===== src/rtl/branch_resolve_unit.sv =====
// Pipelined conditional-branch resolution stage: decode, compare, target/next-PC
// computation and illegal/misaligned flags behind valid/ready handshakes.
package branch_resolve_pkg;
    typedef enum logic [2:0] {
        bk_beq     = 3'd0,
        bk_bne     = 3'd1,
        bk_blt     = 3'd2,
        bk_bge     = 3'd3,
        bk_bltu    = 3'd4,
        bk_bgeu    = 3'd5,
        bk_invalid = 3'd6
    } branch_kind_t;
endpackage

module branch_resolve_unit
    import branch_resolve_pkg::*;
#(
    parameter int XLEN   = 32,
    parameter int STAGES = 2,
    parameter int RVC    = 0
) (
    input  logic             clk,
    input  logic             rst,
    input  logic             flush,
    input  logic             in_valid,
    output logic             in_ready,
    input  logic [2:0]       funct3,
    input  logic [XLEN-1:0]  pc,
    input  logic [XLEN-1:0]  imm,
    input  logic [XLEN-1:0]  rs1,
    input  logic [XLEN-1:0]  rs2,
    output logic             out_valid,
    input  logic             out_ready,
    output branch_kind_t     kind,
    output logic             taken,
    output logic [XLEN-1:0]  target,
    output logic [XLEN-1:0]  next_pc,
    output logic             illegal,
    output logic             misaligned
);

    if (STAGES != 1 && STAGES != 2) begin : g_bad_stages
        $error("branch_resolve_unit: STAGES must be 1 or 2");
    end

    function automatic branch_kind_t decode_kind(input logic [2:0] f);
        case (f)
            3'b000:  decode_kind = bk_beq;
            3'b001:  decode_kind = bk_bne;
            3'b100:  decode_kind = bk_blt;
            3'b101:  decode_kind = bk_bge;
            3'b110:  decode_kind = bk_bltu;
            3'b111:  decode_kind = bk_bgeu;
            default: decode_kind = bk_invalid;
        endcase
    endfunction

    function automatic logic resolve(input branch_kind_t k,
                                     input logic [XLEN-1:0] a,
                                     input logic [XLEN-1:0] b);
        case (k)
            bk_beq:  resolve = (a == b);
            bk_bne:  resolve = (a != b);
            bk_blt:  resolve = ($signed(a) <  $signed(b));
            bk_bge:  resolve = ($signed(a) >= $signed(b));
            bk_bltu: resolve = (a <  b);
            bk_bgeu: resolve = (a >= b);
            default: resolve = 1'b0;
        endcase
    endfunction

    // Inputs of the final (output) stage, fed either by stage A or directly by the ports.
    logic            s_valid;
    branch_kind_t    s_kind;
    logic            s_taken;
    logic [XLEN-1:0] s_pc;
    logic [XLEN-1:0] s_imm;
    logic            last_load;

    assign last_load = !out_valid || out_ready;

    if (STAGES == 2) begin : g_two
        logic            a_valid;
        branch_kind_t    a_kind;
        logic            a_taken;
        logic [XLEN-1:0] a_pc;
        logic [XLEN-1:0] a_imm;
        logic            a_load;

        assign a_load   = !a_valid || last_load;
        assign in_ready = a_load;

        // NOTE: sequential state uses non-blocking assignments so every register samples pre-edge values.
        always_ff @(posedge clk or posedge rst) begin
            if (rst)
                a_valid <= 1'b0;
            else if (flush)
                a_valid <= 1'b0;
            else if (a_load)
                a_valid <= in_valid;
        end

        // NOTE: payload is not reset; it is only meaningful while a_valid is set.
        always_ff @(posedge clk) begin
            if (a_load && in_valid) begin
                a_kind  <= decode_kind(funct3);
                a_taken <= resolve(decode_kind(funct3), rs1, rs2);
                a_pc    <= pc;
                a_imm   <= imm;
            end
        end

        assign s_valid = a_valid;
        assign s_kind  = a_kind;
        assign s_taken = a_taken;
        assign s_pc    = a_pc;
        assign s_imm   = a_imm;
    end else begin : g_one
        assign in_ready = last_load;
        assign s_valid  = in_valid;
        assign s_kind   = decode_kind(funct3);
        assign s_taken  = resolve(decode_kind(funct3), rs1, rs2);
        assign s_pc     = pc;
        assign s_imm    = imm;
    end

    logic [XLEN-1:0] s_target;
    logic [XLEN-1:0] s_next_pc;
    logic            s_misaligned;

    assign s_target     = s_pc + s_imm;
    assign s_next_pc    = s_taken ? s_target : s_pc + XLEN'(4);
    assign s_misaligned = s_taken && ((RVC != 0) ? s_target[0] : (|s_target[1:0]));

    // Output registers reset to defined values, so they share the async-reset block.
    always_ff @(posedge clk or posedge rst) begin
        if (rst) begin
            out_valid  <= 1'b0;
            kind       <= bk_invalid;
            taken      <= 1'b0;
            target     <= '0;
            next_pc    <= '0;
            illegal    <= 1'b0;
            misaligned <= 1'b0;
        end else if (flush) begin
            out_valid  <= 1'b0;
        end else if (last_load) begin
            out_valid <= s_valid;
            if (s_valid) begin
                kind       <= s_kind;
                taken      <= s_taken;
                target     <= s_target;
                next_pc    <= s_next_pc;
                illegal    <= (s_kind == bk_invalid);
                misaligned <= s_misaligned;
            end
        end
    end

endmodule


===== config.mk =====
export PLATFORM = sky130hd
export DESIGN_NAME = branch_resolve_unit
export DESIGN_NICKNAME = d
export VERILOG_FILES = /design/src/rtl/branch_resolve_unit.sv
export SDC_FILE = /design/constraint.sdc
export NUM_CORES = 1
export LEC_CHECK = 0
export ABC_CLOCK_PERIOD_IN_PS = 5600
export CORE_UTILIZATION = 30
export DETAILED_ROUTE_END_ITERATION = 10
export DONT_BUFFER_PORTS = 1
export GPL_TIMING_DRIVEN = 0
export SYNTH_ARGS = -nofsm -noshare
export SYNTH_HDL_FRONTEND = slang
export SYNTH_SLANG_ARGS = --single-unit

===== constraint.sdc =====
create_clock -name clk -period 5.6 [get_ports clk]
set_clock_uncertainty 0.15 [all_clocks]
set_input_delay 0.28 -clock clk [delete_from_list [all_inputs] [get_ports clk]]
set_output_delay 0.28 -clock clk [all_outputs]
set_load 0.02 [all_outputs]

==> results of run 1 <==
==> registers in the layout (all words and copies together) (netlist names) <==
signal         flops
g_two.a_imm       32
illegal            1
kind               3
taken              1
target            32
g_two.a_pc        32
misaligned         1
next_pc           32
g_two.a_valid      1
out_valid          1
g_two.a_taken      1
g_two.a_kind       3
==> routing by layer <==
| metal | up-vias | wire, um | track usage |
|---|---|---|---|
| met1 | 3160 | 11140 | 0.2290 |
| met4 | 0 | 283 | 0.04866 |
| met3 | 17 | 1656 | 0.05011 |
| met2 | 190 | 11330 | 0.2793 |
| li1 | 3105 | - | - |
| met5 | - | 0 | 0 |
==> area by class of cell <==
class                      count  share of cell area
inverter                      45             0.01720
tap                          341             0.04282
clock inverter                13             0.01042
timing repair buffer          74             0.07711
antenna                        1           0.0002512
multi-input combinational    588              0.4073
buffer                        28             0.01331
clock buffer                  19             0.04559
sequential                   140              0.3860
==> cells by family (layout without fill, tap and decap cells) <==
| logic type | after synthesis | after routing | synth area share |
|---|---|---|---|
| buffers and inverters | 73 | 179 | 0.03676 |
| AO/OA/AOI/OAI | 195 | 195 | 0.1563 |
| XOR/XNOR | 59 | 59 | 0.06300 |
| other | 0 | 1 | 0 |
| adder cells (fa/ha/maj) | 66 | 66 | 0.1016 |
| flip-flops | 140 | 140 | 0.4689 |
| multiplexers | 17 | 17 | 0.02242 |
| AND/OR/NAND/NOR | 251 | 251 | 0.1510 |
==> critical path: cells and delay by family, from the launching register on <==
family                     cells  cell delay [ns]
and+or+nand+nor                2             0.70
AOI/OAI and AO/OA              3             0.77
adders and majority gates      1             0.33
xor gates and xnor gates       1             0.18
buffers and inverters          1             0.40
DFF                            1             0.51
==> layout by cell type (no fill, tap or decap), drive strengths merged, types with 21 or more instances in the layout <==
master       count
inv             52
nand2          107
dfrtp           70
nand3           21
clkbuf          40
edfxtp          68
dlygate4sd3     72
ha              65
xnor2           33
nor2            37
o21ai           58
xor2            26
a21oi           54
==> per-stage QoR <==
step           cells  setup slack, ns  cell area [um^2]  hold slack (ns)  utilization
2_1_floorplan    801            2.543              8203           0.1964            -
3_3_place_gp    1142            1.722              8630           0.1992       0.3211
3_5_place_dp    1144            2.549              8682         -0.01165       0.3230
4_1_cts         1248            2.506              9961          0.01061       0.3706
5_1_grt         1249            2.332              9963          0.04069       0.3707
6_report        1249            2.440              9963          0.02047       0.3707
==> worst min path at each step <==
stage | to | slack (ns) | depth (start not counted)
after floorplan | g_two.a_valid$_DFFE_PP0P_ | 0.20 | 1
after global placement | out_valid$_DFFE_PP0P_ | 0.20 | 1
after detailed placement | out_valid$_DFFE_PP0P_ | -0.01 | 1
after CTS | g_two.a_kind[0]$_DFFE_PP_ | 0.01 | 2
after global routing | g_two.a_kind[0]$_DFFE_PP_ | 0.04 | 2
final | g_two.a_kind[0]$_DFFE_PP_ | 0.02 | 2
==> timing repair <==
action                                 CTS  global route
hold buffers                            72             0
endpoints found under the hold margin  139             0
gates resized for setup                  0             0
setup endpoints to repair                0             0
==> where the power goes <==
part	switching [mW]	internal (mW)	leakage (nW)
Sequential	0.324	1.25	1.55
Clock	0.478	0.602	0.275
Combinational	0.316	0.253	2.37
Total	1.12	2.10	4.20
==> flow_metrics.tcl, run 1 <==
set metrics [dict create \
    fin_crit_sh 0.5643 \
    fillers 2692 \
    antenna_found_initial 1 \
    rsz0062_at_grt "false" \
    synth_area_um2 8203 \
    worstSetupEndpointType "flop" \
    grt_pass1_vias 6444 \
    clk_latency_ns 0.43 \
    cap_violations 0 \
    hold_start "funct3[1]" \
    startpoint "g_two.a_pc[22]$_DFFE_PP_" \
    cts_tree "yes" \
    first_iter_violations 363 \
    synth.area.top_cells "edfxtp_1 (25%), dfrtp_1 (21%), ha_1 (9.9%)" \
    die_x_um 167.4 \
    final_max_slew_viol_count 0 \
    ant_nets 0 \
    worstRegToRegCells 8 \
    numCtsBuffers 17 \
    cts.clk_slew.worst_paths_ns 0.06 \
    peakVddDrop_uv 216.1 \
    cp_cell_sequence "ha_1 -> clkbuf_1 -> nand2_1 -> nor4_1 -> a32o_1 -> a31oi_1 -> xnor2_1 -> a221o_1" \
    timing.rr.start "g_two.a_pc[22]$_DFFE_PP_" \
    r2r_setup_slack_ns 2.44 \
    ys_ff_latch 140 \
    cts.sinks 140 \
    status "finished, final reports clean" \
    max_stage_delay_ns 0.55 \
    die_y_um 167.4 \
    place.gp.congestion 0.8886 \
    syn_inst 801 \
    synth.most_common_cell "nand2_1" \
    grt-ovfl-total 0 \
    synth_ff_type "dfrtp_1" \
    setup_viol 0 \
    synth_common_cells "nand2_1 (107), dfrtp_1 (70), edfxtp_1 (68)" \
    grt_pass1_wl_um 37400 \
    hold_viol 0 \
    crit_path_top_delay_cell "nor4_1" \
    setup_tns_ns 0 \
    dr.pass1.iters 5 \
    place_hpwl_um 18960 \
    min_period_ns 3.160 \
    fmax_mhz 316.5 \
    io_pins 208 \
    required_ns 5.76 \
    drt_wl_total_um 24410 \
    htree_levels 4 \
    vias_per_cell 5.182 \
    syn_nets 1003 \
    core_area_um2 26880 \
    drive_above_1_share 0.07497 \
    path_class "flop to flop" \
    io_buffer_count 0 \
    synth_cell_type_count 70 \
    yosysWarnings 0 \
    min_path_type "input port to flop" \
    root_buffer "clkbuf_16" \
    post_drt_wl_per_cell_um 19.54 \
    synthArstFlopShare 0.5143 \
    rows 60 \
    cts_setup_buffers 0 \
    grt_max_degree 52 \
    synth.avg_cell_area_um2 10.24 \
    yosys.area.top_type "edfxtp_1" \
    critPathLaunchType "flop" \
    vias 6472 \
    cp_max_fo 9 \
    start_util 0.3052 \
    tightest_slew_ns 1.026 \
    seq_area_um2 3846 \
    multi_input_area_um2 4058 \
    nNetsFinal 1096 \
    worstReg2RegEnd "next_pc[25]$_DFFE_PP0P_" \
    power_mw 3.221 \
    worstPathArrival_ns 3.32 \
    die-area_um2 28010 \
    powerDensity_nw_per_um2 323.2 \
    globalRouteTotalUtil 0.1745 \
    clockBufferDepth 2 \
    p_leak_nw 4.198 \
    drc 0 \
    areaGrowthSynthToFinish_pct 21.46 \
    timing.critical_path.to "next_pc[25]$_DFFE_PP0P_" \
    relSlewSlack 0.3105 \
    ys_seq_area_frac 0.4689 \
    synth-edff-count 68 \
    synth_top_cell_area_share 0.2489 \
]
Note: power is estimated with default switching activity, not from simulation.
==> run 2: changes to the inputs <==
Settings changed: ABC_AREA from default to 1, ABC_CLOCK_PERIOD_IN_PS 5600 to 2950.
Clock period 5.6 ns to 2.95 ns, I/O delays scaled along.
==> run 2 against run 1 <==
Flip-flop and latch count stayed put. Sequential power rose by 88%. First-iteration DRC count increased by 33%. Core utilization up 0.40 points. Area after synthesis grew 3.6%. Wire length up 11%. Global-route usage grew 1.5 points. Fmax increased by 14%. Worst hold slack got worse by 0.0054 ns. Design area rose by 4.5%. Clock-buffer cell count did not move. Total power up 98%. Critical path type unchanged. Critical endpoint is now next_pc[22]$_DFFE_PP0P_.
==> flow_metrics.tcl, run 2 <==
set metrics [dict create \
    clk_latency_ns 0.43 \
    status "finished, final reports clean" \
    nNetsFinal 1319 \
    grt_max_degree 69 \
    switchingPower_mw 2.132 \
    ant_nets 0 \
    grt-ovfl-total 0 \
    syn_nets 1225 \
    syn_inst 1023 \
    max_stage_delay_ns 0.40 \
    drc 0 \
    synth_ff_type "dfrtp_1" \
    timing.rr.start "g_two.a_pc[0]$_DFFE_PP_" \
    die-area_um2 28990 \
    antennaDiodeCount 0 \
    areaGrowthSynthToFinish_pct 22.55 \
    vias_per_cell 4.877 \
    start_util 0.3058 \
    synth_common_cells "nand2_1 (269), inv_1 (135), nor2_1 (71)" \
    power_mw 6.386 \
    rsz0062_at_grt "true" \
    yosysWarnings 0 \
    relSlewSlack 0.4142 \
    required_ns 3.10 \
    synth-edff-count 68 \
    yosys.area.top_type "edfxtp_1" \
    clockBufferDepth 2 \
    synth.most_common_cell "nand2_1" \
    grt_pass1_vias 7245 \
    htree_levels 4 \
    rows 61 \
    crit_path_top_delay_cell "fa_1" \
    io_buffer_count 0 \
    worstPathArrival_ns 2.92 \
    synth.area.top_cells "edfxtp_1 (24%), dfrtp_1 (21%), nand2_1 (12%)" \
    antenna_found_initial 0 \
    synth_top_cell_area_share 0.2404 \
    cts.sinks 140 \
    p_leak_nw 4.736 \
    drive_above_1_share 0.05841 \
    finish.instance_area_um2 10410 \
    io_pins 208 \
    cp_common_cell "nand2_1" \
    core_area_um2 27780 \
    grt_pass1_wl_um 40730 \
    critPathLaunchType "flop" \
    numCtsBuffers 17 \
    place_hpwl_um 21670 \
    ys_ff_latch 140 \
    cts.clk_slew.worst_paths_ns 0.07 \
    cts_tree "yes" \
    cap_violations 0 \
    synth_area_um2 8494 \
    internal-power_mw 4.255 \
    min_path_type "input port to async pin" \
    cp_cell_sequence "ha_1 -> inv_1 -> fa_1 -> inv_1 -> nand3_1 -> nand2_2 -> nand2_1 -> nand2_1 -> nand2_1 -> nand2_2 -> nand2_1 -> nand2_2 -> a21oi_1 -> or2_1 -> nand3_1 -> nand3_1" \
    post_dp_cell_area_um2 9000 \
    startpoint "g_two.a_pc[0]$_DFFE_PP_" \
    final_max_slew_viol_count 0 \
    place.gp.congestion 0.9098 \
    dr.pass1.iters 5 \
    seqPwrFrac 0.462 \
    critPathBufInv 2 \
    root_buffer "clkbuf_16" \
    synth_cell_type_count 45 \
    powerDensity_nw_per_um2 613.5 \
    p_sw_frac 0.3338 \
    globalRouteTotalUtil 0.1890 \
    p_comb_frac 0.170 \
    die_x_um 170.3 \
    clockPowerShare 0.368 \
    synth.avg_cell_area_um2 8.303 \
    synthArstFlopShare 0.5143 \
    post_drt_wl_per_cell_um 18.04 \
    worstSetupEndpointType "flop" \
    ys_seq_area_frac 0.4528 \
    worstRegToRegCells 16 \
    vias 7355 \
    first_iter_violations 483 \
    final_common_cell "nand2_1" \
    die_y_um 170.3 \
    cp_top_family "simple AND/OR/NAND/NOR gates" \
    drt_wl_total_um 27200 \
    fmax_mhz 361.6 \
    final_cell_mix "nand2_1 (266), inv_1 (133), dlygate4sd3_1 (73)" \
    cp_max_fo 4 \
    cp.depth 16 \
    tightest_slew_ns 0.8787 \
    peakVddDrop_uv 396.2 \
    fin_crit_sh 0.9376 \
    path_class "flop to flop" \
    setup_viol 0 \
    hold_viol 0 \
    min_period_ns 2.766 \
]
-- run 2: routing by layer --
layer / wire length [um] / vias to the layer above / track usage
li1: - / 3627 / -
met1: 12040 / 3448 / 0.2469
met2: 12680 / 254 / 0.3038
met3: 2045 / 26 / 0.05209
met4: 435 / 0 / 0.05405
met5: 0 / - / 0
-- run 2: cell type report --
class | count | area [um^2]
fill | 2887 | 17370
clock buffer | 19 | 454.2
timing repair buffer | 75 | 765.7
sequential | 140 | 3846
inverter | 138 | 523.0
multi-input combinational | 730 | 4104
tap | 378 | 473.0
clock inverter | 13 | 186.4
buffer | 15 | 57.56
-- run 2: worst paths after layout --
kind,slack (ns),end
hold reg to reg,0.32,illegal$_DFFE_PP0P_
setup / recovery,0.18,next_pc[22]$_DFFE_PP0P_
max in group asynchronous,2.05,target[24]$_DFFE_PP0P_
setup reg to reg,0.18,next_pc[22]$_DFFE_PP0P_
min in group clk,0.05,g_two.a_taken$_DFFE_PP_
hold / removal,0.02,out_valid$_DFFE_PP0P_
-- run 2: kinds of logic (layout without fill, tap and decap cells) --
group	after synthesis	count (layout)	synth area share
AND/OR/NAND/NOR	482	482	0.2495
AO/OA/AOI/OAI	156	156	0.1050
buffers and inverters	153	260	0.06776
adder cells (fa/ha/maj)	66	66	0.09810
XOR/XNOR	26	26	0.02681
flip-flops	140	140	0.4528
-- run 2: power groups by stage --
stage | Sequential (mW) | Combinational [mW] | Clock, mW
detailed placement | 2.99 | 0.991 | 0
floorplan | 2.85 | 0.746 | 0
finish | 2.95 | 1.09 | 2.35
global route | 2.98 | 1.24 | 2.46
CTS | 2.96 | 1.08 | 2.39
global placement | 3.00 | 0.963 | 0
-- run 2: per-stage QoR --
stage | hold slack [ns] | std cells | util | setup TNS (ns) | worst slack (ns)
floorplan | 0.06064 | 1023 | - | 0 | 0.2275
global placement | 0.06358 | 1401 | 0.3228 | -49.16 | -0.5314
detailed placement | -0.1305 | 1402 | 0.3240 | -0.03685 | -0.02035
CTS | 0.01970 | 1507 | 0.3735 | 0 | 0.01593
global route | 0.04207 | 1508 | 0.3747 | -0.009877 | -0.009877
finish | 0.01509 | 1508 | 0.3747 | 0 | 0.1841
-- run 2: what timing repair did --
item / CTS / global route
buffers inserted: 0 / 1
pin swaps: 0 / 1
hold buffers: 73 / 0
resized for setup: 1 / 7
gates cloned: 0 / 0
setup endpoints to repair: 2 / 15
hold endpoints to repair: 142 / 0
